[config.mk]
export PLATFORM = sky130hd
export DESIGN_NAME = regfile_wb_arbiter
export DESIGN_NICKNAME = d
export VERILOG_FILES = /design/src/rtl/regfile_pkg.sv /design/src/rtl/regfile_clear_seq.sv /design/src/rtl/regfile_wb_arbiter.sv
export SDC_FILE = /design/constraint.sdc
export NUM_CORES = 1
export LEC_CHECK = 0
export CELL_PAD_IN_SITES_DETAIL_PLACEMENT = 0
export CELL_PAD_IN_SITES_GLOBAL_PLACEMENT = 1
export CORE_UTILIZATION = 25
export CTS_CLUSTER_DIAMETER = 80
export CTS_CLUSTER_SIZE = 8
export DETAILED_ROUTE_END_ITERATION = 16
export PLACE_DENSITY_LB_ADDON = 0.1
export SLEW_MARGIN = 30
export SYNTH_ARGS = -nofsm -noshare
export SYNTH_HDL_FRONTEND = slang
export SYNTH_SLANG_ARGS = --single-unit
[constraint.sdc]
create_clock -name clock -period 1.55 [get_ports clock]
set_input_delay 0.155 -clock clock [delete_from_list [all_inputs] [get_ports clock]]
set_output_delay 0.155 -clock clock [all_outputs]
set_load 0.01 [all_outputs]
[src/rtl/regfile_pkg.sv]
// Shared types and constants for the regfile write-port controller.
// Geometry is 8 harts x 32 registers, one write port.
package regfile_pkg;

    localparam int RF_DEPTH    = 256;
    localparam int RF_ADDR_W   = 8;
    localparam int RF_DATA_W   = 32;
    localparam int RF_REG_BITS = 5;

    typedef struct packed {
        logic [RF_ADDR_W-1:0] waddr;
        logic [RF_DATA_W-1:0] wdata;
    } wb_req_t;

    typedef enum logic {
        CLEAR,
        RUN
    } state_t;

endpackage

[src/rtl/regfile_clear_seq.sv]
// Walks a clear index over every regfile entry, one per cycle while advancing.
// The index carries one extra bit so the terminal compare against DEPTH-1 is exact.
module regfile_clear_seq
    import regfile_pkg::*;
#(
    parameter int DEPTH  = RF_DEPTH,
    parameter int ADDR_W = RF_ADDR_W
) (
    input  logic              clock,
    input  logic              reset,
    input  logic              restart,
    input  logic              advance,
    output logic [ADDR_W-1:0] clr_addr,
    output logic              done
);

    localparam logic [ADDR_W:0] LAST = (ADDR_W + 1)'(DEPTH - 1);
    localparam logic [ADDR_W:0] ONE  = (ADDR_W + 1)'(1);

    logic [ADDR_W:0] clr_idx;

    // NOTE: sequential state uses non-blocking assignments so every flop samples pre-edge values.
    always_ff @(posedge clock) begin
        if (reset || restart) begin
            clr_idx <= '0;
        end else if (advance) begin
            clr_idx <= done ? '0 : clr_idx + ONE;
        end
    end

    assign done     = advance && (clr_idx == LAST);
    assign clr_addr = clr_idx[ADDR_W-1:0];

endmodule

[src/rtl/regfile_wb_arbiter.sv]
// Regfile write-port controller: arbitrates execute (A, priority) against load (B)
// with a starvation guard for B, drops x0 writes, and sequences full-regfile clears.
module regfile_wb_arbiter
    import regfile_pkg::*;
#(
    parameter int DEPTH        = RF_DEPTH,
    parameter int ADDR_W       = RF_ADDR_W,
    parameter int DATA_W       = RF_DATA_W,
    parameter int REG_BITS     = RF_REG_BITS,
    parameter int STARVE_LIMIT = 3,
    parameter int ZERO_DROP    = 1
) (
    input  logic              clock,
    input  logic              reset,
    input  logic              a_valid,
    output logic              a_ready,
    input  logic [ADDR_W-1:0] a_waddr,
    input  logic [DATA_W-1:0] a_wdata,
    input  logic              b_valid,
    output logic              b_ready,
    input  logic [ADDR_W-1:0] b_waddr,
    input  logic [DATA_W-1:0] b_wdata,
    input  logic              clear_req,
    output logic [ADDR_W-1:0] rf_waddr,
    output logic [DATA_W-1:0] rf_wdata,
    output logic              rf_wren,
    output logic              busy
);

    localparam int              SW         = $clog2(STARVE_LIMIT + 1);
    localparam logic [SW-1:0]   STARVE_MAX = SW'(STARVE_LIMIT);
    localparam logic [SW-1:0]   STARVE_ONE = SW'(1);

    state_t            state;
    state_t            state_next;
    logic [SW-1:0]     starve_cnt;
    logic              force_b;
    logic              a_hs;
    logic              b_hs;
    logic              grant;
    logic              drop;
    logic              clr_done;
    logic [ADDR_W-1:0] clr_addr;
    wb_req_t           a_req;
    wb_req_t           b_req;
    wb_req_t           sel_req;

    regfile_clear_seq #(
        .DEPTH  (DEPTH),
        .ADDR_W (ADDR_W)
    ) u_clear_seq (
        .clock    (clock),
        .reset    (reset),
        .restart  (state == RUN && clear_req),
        .advance  (state == CLEAR),
        .clr_addr (clr_addr),
        .done     (clr_done)
    );

    // NOTE: every output of this block gets a default first, so no path can infer a latch.
    always_comb begin
        state_next = state;
        force_b    = 1'b0;
        a_ready    = 1'b0;
        b_ready    = 1'b0;
        case (state)
            CLEAR: begin
                if (clr_done) begin
                    state_next = RUN;
                end
            end
            RUN: begin
                force_b = b_valid && (starve_cnt == STARVE_MAX);
                if (clear_req) begin
                    state_next = CLEAR;
                end else begin
                    // a_ready is deliberately independent of a_valid; A holds until accepted.
                    a_ready = !force_b;
                    b_ready = !a_valid || force_b;
                end
            end
            default: state_next = CLEAR;
        endcase
    end

    assign busy    = (state == CLEAR);
    assign a_hs    = a_valid && a_ready;
    assign b_hs    = b_valid && b_ready;
    assign grant   = a_hs || b_hs;
    assign a_req   = '{waddr: a_waddr, wdata: a_wdata};
    assign b_req   = '{waddr: b_waddr, wdata: b_wdata};
    assign sel_req = b_hs ? b_req : a_req;
    assign drop    = (ZERO_DROP != 0) && (sel_req.waddr[REG_BITS-1:0] == '0);

    always_ff @(posedge clock) begin
        if (reset) begin
            state <= CLEAR;
        end else begin
            state <= state_next;
        end
    end

    // Counts consecutive cycles in which B waited while A was granted.
    always_ff @(posedge clock) begin
        if (reset || state != RUN || clear_req) begin
            starve_cnt <= '0;
        end else if (b_hs || !b_valid) begin
            starve_cnt <= '0;
        end else if (a_hs && starve_cnt != STARVE_MAX) begin
            starve_cnt <= starve_cnt + STARVE_ONE;
        end
    end

    // A dropped x0 write still updates address/data; only the enable is suppressed.
    always_ff @(posedge clock) begin
        if (reset) begin
            rf_wren  <= 1'b0;
            rf_waddr <= '0;
            rf_wdata <= '0;
        end else if (state == CLEAR) begin
            rf_wren  <= 1'b1;
            rf_waddr <= clr_addr;
            rf_wdata <= '0;
        end else if (clear_req) begin
            rf_wren  <= 1'b0;
        end else begin
            rf_wren <= grant && !drop;
            if (grant) begin
                rf_waddr <= sel_req.waddr;
                rf_wdata <= sel_req.wdata;
            end
        end
    end

endmodule

==> impl_results.md, run 1 <==
- Status: completed
- All-Layer GR Usage: 14.1%
- Placed Instances: 520
- Number of diodes: 0
- Synthesized Nets: 344
- CTS root buffer: clkbuf_8
- Worst setup margin: 26.5 ps
- EDFF count, synth: 0
- Share of cells above drive strength 1: around 13%
- Top post-synthesis cells by area: dfxtp_1, mux2i_1, a21oi_1
- Die ar.: 10100 µm²
- Met3 WL: 506 µm
- Max layer used: met4
- Seq cells post-synth: 53
- Cells after Synth: ~260
- Synth Warn #: 0
- NetSw: approximately 570 µW
- # H-tree levels: 2
- Post-Route WL: 7690 µm
- CTS tree: yes
- Port Buf Inserts: between 100 and 150
- Tmin final: approximately 1500 ps
- Starting density of the core: approximately a quarter
- Cell Area, Synth: 2440 µm²
- Worst Max-Slew Pin Slew: approximately 320 ps
- Area leader, netlist: dfxtp_1
- Max-slew violations: 0
- Async SR Flop Fraction: 0%
- Synth unique cells: 43
- WL/cell: 14.4 µm
- Synth top cells by count: dfxtp_1, mux2i_1, a21oi_1, o21ai_1, nor2_1
- Core Area: 9330 µm²
- Slew headroom: roughly 78%
- Cts-stage hold buffer count: 0
- Worst Path Arrival: 1720 ps
- Antenna violations before repair: 0
- Cell area after placement: between 4000 and 5000 µm²
- Floorplan row count: 35
- GP Congestion: 0.725
- Switching share of power: 20.0%
- Remaining DRCs: 0
- Main synth FF type: dfxtp_1
- Worst vdd ir: 0.000340 V
- Post-Place Worst Slack: -125 ps
- Top-count cell post-synth: dfxtp_1
- DP HPWL: 5580 µm
- Via-to-Cell Ratio: 4.54
- DR iter-0 viols: ~60
- Num CTS Buffers: 5
- Internal: 2.27 mW
- Min-Delay Path Class: flip-flop to flip-flop
- Met1 wire length: 3260 µm
- Final instance area: 4330 µm²
- Die X: 101 µm
- First-pass GRT wire length: 11200 µm
- Area Overhead vs Synth: 77.7%
- Setup Viol. Count Final: 0
- RSZ-0062 raised after global routing: yes
- CP endpoint kind: flip-flop
- Routed via count: 2425
- Clock share of power: around two fifths
- CP Launch Type: flip-flop
- Seq/Total Area, Yosys: between 40% and 50%
- Layout fillers: 910
- GRT Residual Overflow: 0
- Max Cap Viol: 0
- CTS Sinks: 53
- Final hold vios: 0
- Crit share post-route: 98.3%
- Overall power: 2.83 mW
- Critical Path RT: 1750 ps
- Synth top area share: around 44%
- Vias in the first global route: 2391
- Largest net degree at the start of global routing: 42
- WHS: 445 ps
- Layout Cells excl Fill: approximately 530
- Met2 WL: 3870 µm
- Sequential cell fraction of total power: around 50%
- Clk slew on worst S/H paths: 100 ps
- Layout net count: 491
- Max Clock Skew: 9.63 ps
- Pwr/cell area: 654 nW/µm²
- Combinational share of power: 12.1%
- IO Count: 129
- Leak: ~1.9 nW
- Antenna viol nets, final: 0
- Fmax: 0.656 GHz
- Clock buffer depth: 2
- Worst-Skew Late Latency: 310 ps
- First drt pass iteration count: 4
- Die height: 101 µm
- Syn Area/Cell: 9.48 µm²
- Worst-path maximum fanout: 8
- Critical path class: flip-flop to flip-flop
## worst max-delay path, cell delays in order, from the launching register on
cell	delay [ps]
dfxtp_2	350
ha_4	160
nand2b_4	150
nand3_4	220
clkbuf_16	230
mux2i_2	230
a21oi_1	80
## final cells by class
class / instances / area [µm²] / share of cell area [%]
Tap cell: 129 / 161 / 3.73
Inverter: 1 / 3.75 / 0.0867
Clock buffer: 5 / 68.8 / 1.59
Clock inverter: 3 / 65.1 / 1.50
Multi-Input combinational cell: 185 / 1290 / 29.8
Timing Repair Buffer: 158 / 1680 / 38.7
Sequential cell: 53 / 1060 / 24.6
## registers in the layout, summed over array words and instances (netlist names)
name	cells
rf_wren	1
u_clear_seq.clr_idx	9
state	1
starve_cnt	2
rf_waddr	8
rf_wdata	32
## power by group through the flow
| stage | registers [mW] | logic, mW | clock network [mW] |
|---|---|---|---|
| after floorplan | 1.42 | 0.0756 | 0 |
| after global placement | 1.42 | 0.340 | 0 |
| after detailed placement | 1.42 | 0.340 | 0 |
| after CTS | 1.39 | 0.343 | 1.14 |
| after global routing | 1.39 | 0.369 | 1.19 |
| final | 1.39 | 0.342 | 1.10 |
## kinds of logic (layout without fill, tap and decap cells)
logic type                 Yosys count  after routing  synth area share [%]
adders and majority gates            2              2                  1.03
muxes                               40             40                  16.5
and+or+nand+nor                     44             44                  10.5
AOI/OAI and AO/OA                   93             93                  21.4
buffers and inverters               19            167                  4.93
DFF                                 53             53                  43.5
xor gates and xnor gates             6              6                  2.16
## repair_timing
item                       4_1_cts  5_1_grt
resized for setup                5        8
setup endpoints to repair        4       37
cloned                           0        5
pin swaps                        0        4
buffers inserted                 0        1
## per-stage QoR
step	TNS (ps)	utilization, %
after floorplan	0	-
after global placement	-2340	43.4
after detailed placement	-3390	43.4
after CTS	0	44.9
after global routing	-33.2	46.4
final	0	46.4
## layer usage
| metal | GRT usage [%] | vias to the layer above |
|---|---|---|
| li1 | - | 1238 |
| met1 | 16.3 | 1105 |
| met2 | 25.6 | 75 |
| met3 | 3.95 | 7 |
| met4 | 3.68 | 0 |
| met5 | 0 | - |
## final timing paths
check | start | to | slack, ps | cells after the start
worst min register to register | starve_cnt[0] | starve_cnt[0] | 440 | 1
worst min-delay path | starve_cnt[0] | starve_cnt[0] | 440 | 1
worst max-delay path | starve_cnt[0] | rf_wdata[3] | 30 | 6
worst max register to register | starve_cnt[0] | rf_wdata[3] | 30 | 6
## layout by cell type, fill, tap and decap left out, drive strengths merged, types with 2 or more instances in the layout
cell type      count
nand3              3
bufinv             2
dlygate4sd2        2
nor2              12
o22ai              8
clkbuf             9
nand4              2
nor4               3
xnor2              2
dfxtp             53
and3               2
nand2              9
buf               26
clkdlybuf4s50    125
nor2b              4
xor2               4
ha                 2
a21oi             35
o21ai             34
a21o               2
mux2i             39
a2bb2oi            5
a31oi              4
nand2b             3
Power figures use the tool's default switching activity.
==> run 2: changes to the inputs <==
--- a/config.mk
+++ b/config.mk
@@ -5,13 +5,12 @@
 export SDC_FILE = /design/constraint.sdc
 export NUM_CORES = 1
 export LEC_CHECK = 0
-export CELL_PAD_IN_SITES_DETAIL_PLACEMENT = 0
-export CELL_PAD_IN_SITES_GLOBAL_PLACEMENT = 1
-export CORE_UTILIZATION = 25
+export ABC_AREA = 1
+export CORE_UTILIZATION = 36
 export CTS_CLUSTER_DIAMETER = 80
 export CTS_CLUSTER_SIZE = 8
 export DETAILED_ROUTE_END_ITERATION = 16
-export PLACE_DENSITY_LB_ADDON = 0.1
+export PLACE_DENSITY = 0.76
 export SLEW_MARGIN = 30
 export SYNTH_ARGS = -nofsm -noshare
 export SYNTH_HDL_FRONTEND = slang
==> impl_results.md, run 2 <==
- Remaining DRCs: 0 (unchanged)
- CP Buf/Inv Count: 3 (+2)
- Clock buffer depth: 2 (unchanged)
- Overall power: 2.46 mW (-13%)
- Slew headroom: 73.0% (-5.4 points)
- Fmax: 0.689 GHz (+4.9%)
- Crit share post-route: 93.7% (-4.6 points)
- Main synth FF type: dfxtp_1
- # H-tree levels: 2 (unchanged)
- Worst vdd ir: 0.000515 V (+51%)
- Number of diodes: 0 (unchanged)
- Final hold vios: 0 (unchanged)
- Placed Instances: 598 (+15%)
- Synth top cells by count: nand2_1, dfxtp_1, inv_1, nand3_1, o211ai_1
- Area Overhead vs Synth: 68.4%
- Tmin final: 1450 ps (-71.3 ps)
- Max Clock Skew: 8.50 ps (-1.13 ps)
- Worst-path maximum fanout: 18 (+10)
- Floorplan row count: 30 (-14%)
- Cell Area, Synth: 2580 µm² (+6.1%)
- Status: completed
- Vias in the first global route: 2795 (+17%)
- Top Registers: rf_wdata x32, u_clear_seq.clr_idx x9, rf_waddr x8
- First drt pass iteration count: 4 (unchanged)
- EDFF count, synth: 0 (unchanged)
- Largest net degree at the start of global routing: 38 (-9.5%)
- Layout fillers: 608 (-33%)
- HP Start: b_valid
- Reg2Reg Depth: 6 (unchanged)
- Max reg flops: 32 (unchanged)
- Num CTS Buffers: 5 (unchanged)
- Pwr/cell area: 564 nW/µm² (-14%)
- Seq/Total Area, Yosys: 41.0% (-2.5 points)
- Crit-path max cell delay: 550 ps (+200 ps)
- IO Count: 129 (unchanged)
- CTS tree: yes
- Seq. cell area: 1060 µm² (unchanged)
- Worst-Skew Late Latency: 290 ps (-20 ps)
- Top-count cell post-synth: nand2_1
- Min-Delay Path Class: input pin to flip-flop
- Synth Warn #: 0 (unchanged)
- All-Layer GR Usage: 19.8% (+5.7 points)
- Setup Viol. Count Final: 0 (unchanged)
- Critical path's top delay family: buffers and inverters
- Share of cells above drive strength 1: 11.6% (-0.96 points)
- First-pass GRT wire length: 12000 µm (+7.0%)
- Fin util: 63.4% (+17 points)
- Worst R2R Start: state
- CTS Sinks: 53 (unchanged)
- Die height: 86.7 µm (-14%)
- Post-Route WL: 7720 µm (+0.31%)
- Top post-synthesis cells by area: dfxtp_1, nand2_1, o211ai_1
- Worst path cell trace: clkdlybuf4s50_1 > nor2_1 > nor2_4 > clkbuf_16 > nand3_1 > o211ai_1 > inv_1
- DP HPWL: 5710 µm (+2.4%)
- Starting density of the core: 37.6% (+12 points)
- Die ar.: 7520 µm² (-26%)
- Synth unique cells: 25 (-42%)
- CP Launch Type: input pin
- Antenna viol nets, final: 0 (unchanged)
- Clk slew on worst S/H paths: 90 ps (about the same)
- Slowest cell on the critical path: clkdlybuf4s50_1
- Async SR Flop Fraction: 0% (unchanged)
- Syn Area/Cell: 7.02 µm² (-26%)
- Antenna violations before repair: 0 (unchanged)
- Seq cells post-synth: 53 (unchanged)
- GRT Residual Overflow: 0 (unchanged)
- RSZ-0062 raised after global routing: no
- Port Buf Inserts: 128 (unchanged)
- Cells after Synth: 368 (+43%)
- Critical Path RT: 1740 ps (about the same)
- Synth top area share: 41.0% (-2.5 points)
- Most frequent cells in the layout: clkdlybuf4s50_1, nand2_1, dfxtp_1
- FF-to-FF End: rf_wdata[5]
- Layout net count: 602 (+23%)
- GP Congestion: 0.797 (+9.9%)
- Area occupied by multi-input gates: 1280 µm² (-0.78%)
- R2r setup slk: 130 ps (+100 ps)
- Core Area: 6870 µm² (-26%)
- WL/cell: 12.6 µm (-12%)
- CTS root buffer: clkbuf_8
- Via-to-Cell Ratio: 4.80 (+5.6%)
- WHS Endpoint: rf_waddr[1]
- Cell area after placement: 4140 µm² (+2.2%)
- Critical path class: input pin to flip-flop
- Max Cap Viol: 0 (unchanged)
- Worst Max-Slew Pin Slew: 403 ps (+83.8 ps)
- Layout Cells excl Fill: 612 (+15%)
- Synthesized Nets: 455 (+32%)
- Routed via count: 2935 (+21%)
- Worst Path Arrival: 1650 ps (-70 ps)
- Commonest non-fill, non-tap cell in the layout: clkdlybuf4s50_1
- Biggest register: rf_wdata
- Max-slew violations: 0 (unchanged)
- CP endpoint kind: flip-flop
- Cts-stage hold buffer count: 0 (unchanged)
- DR iter-0 viols: 72 (+22%)
- Leak: 1.92 nW (+3.5%)
- Final instance area: 4350 µm² (+0.55%)
- Die X: 86.7 µm (-14%)
- Area leader, netlist: dfxtp_1
- Hold Path Stages: 5 (+4)
==> run 2: cell count changes after synthesis, moves of 31 or more <==
cell / before / now
nand2_1: 9 / 116
inv_1: 0 / 47
mux2i_1: 39 / 0
nand3_1: 2 / 37
o211ai_1: 0 / 32
o21ai_1: 31 / 0
==> run 2: per-layer routing <==
metal | vias up | wire (µm) | share of wire [%] | global-route usage [%]
li1 | 1491 | - | - | -
met1 | 1344 | 3300 | 43 | 21.9
met2 | 90 | 3880 | 50 | 37.6
met3 | 10 | 447 | 5.8 | 4.57
met4 | 0 | 93 | 1.2 | 5.76
met5 | - | 0 | 0 | 0
==> run 2: cell families after synthesis <==
family	after synthesis	share of synthesized area, %
DFF	53	41.0
buffers and inverters	70	11.8
AOI/OAI and AO/OA	55	14.1
xor gates and xnor gates	2	0.678
adders and majority gates	2	0.968
and+or+nand+nor	186	31.4
==> run 2: per-stage QoR <==
| step | TNS, ps | hold slack [ps] | setup slack, ps |
|---|---|---|---|
| finish | 0 | 450 | 97.8 |
| global route | 0 | 495 | 2.15 |
| CTS | 0 | 457 | 11.7 |
| detailed placement | -10890 | 440 | -327 |
| global placement | -8880 | 428 | -284 |
| floorplan | 0 | 367 | 177 |
==> run 2: worst max-delay path by stage <==
stage / cells after the start / start / end / slack, ps
floorplan: 6 / u_clear_seq.clr_idx[1] / u_clear_seq.clr_idx[3] / 180
global placement: 4 / b_valid / a_ready / -280
detailed placement: 4 / b_valid / a_ready / -330
CTS: 4 / starve_cnt[0] / a_ready / 10
global route: 9 / state / u_clear_seq.clr_idx[7] / 2
finish: 7 / a_valid / rf_wdata[5] / 100
==> run 2: power breakdown <==
group	switching [mW]	internal, mW	total (mW)
Clock	0.413	0.322	0.735
Sequential	0.00848	1.37	1.38
Combinational	0.101	0.238	0.339
==> run 2: worst reg2reg max path, stage by stage (launching register included) <==
cell and delay [ps]:
dfxtp_2 380, nand2_2 100, nor2_4 360, clkbuf_16 260, nand3_1 80, o211ai_1 80, inv_1 60
==> run 2: final cells by class <==
cell class | count | area share [%]
Clock buffer | 8 | 1.84
Tap cell | 96 | 2.76
Timing Repair Buffer | 160 | 37.2
Sequential cell | 53 | 24.4
Multi-Input combinational cell | 246 | 29.4
Inverter | 49 | 4.34
==> run 2: what timing repair did <==
action                                  CTS  global route
resized for setup                         9            18
gates cloned                              0             3
endpoints found under the setup margin   25            46
endpoints found under the hold margin     0             0
pin swaps                                 1            10
buffers inserted                          2             2
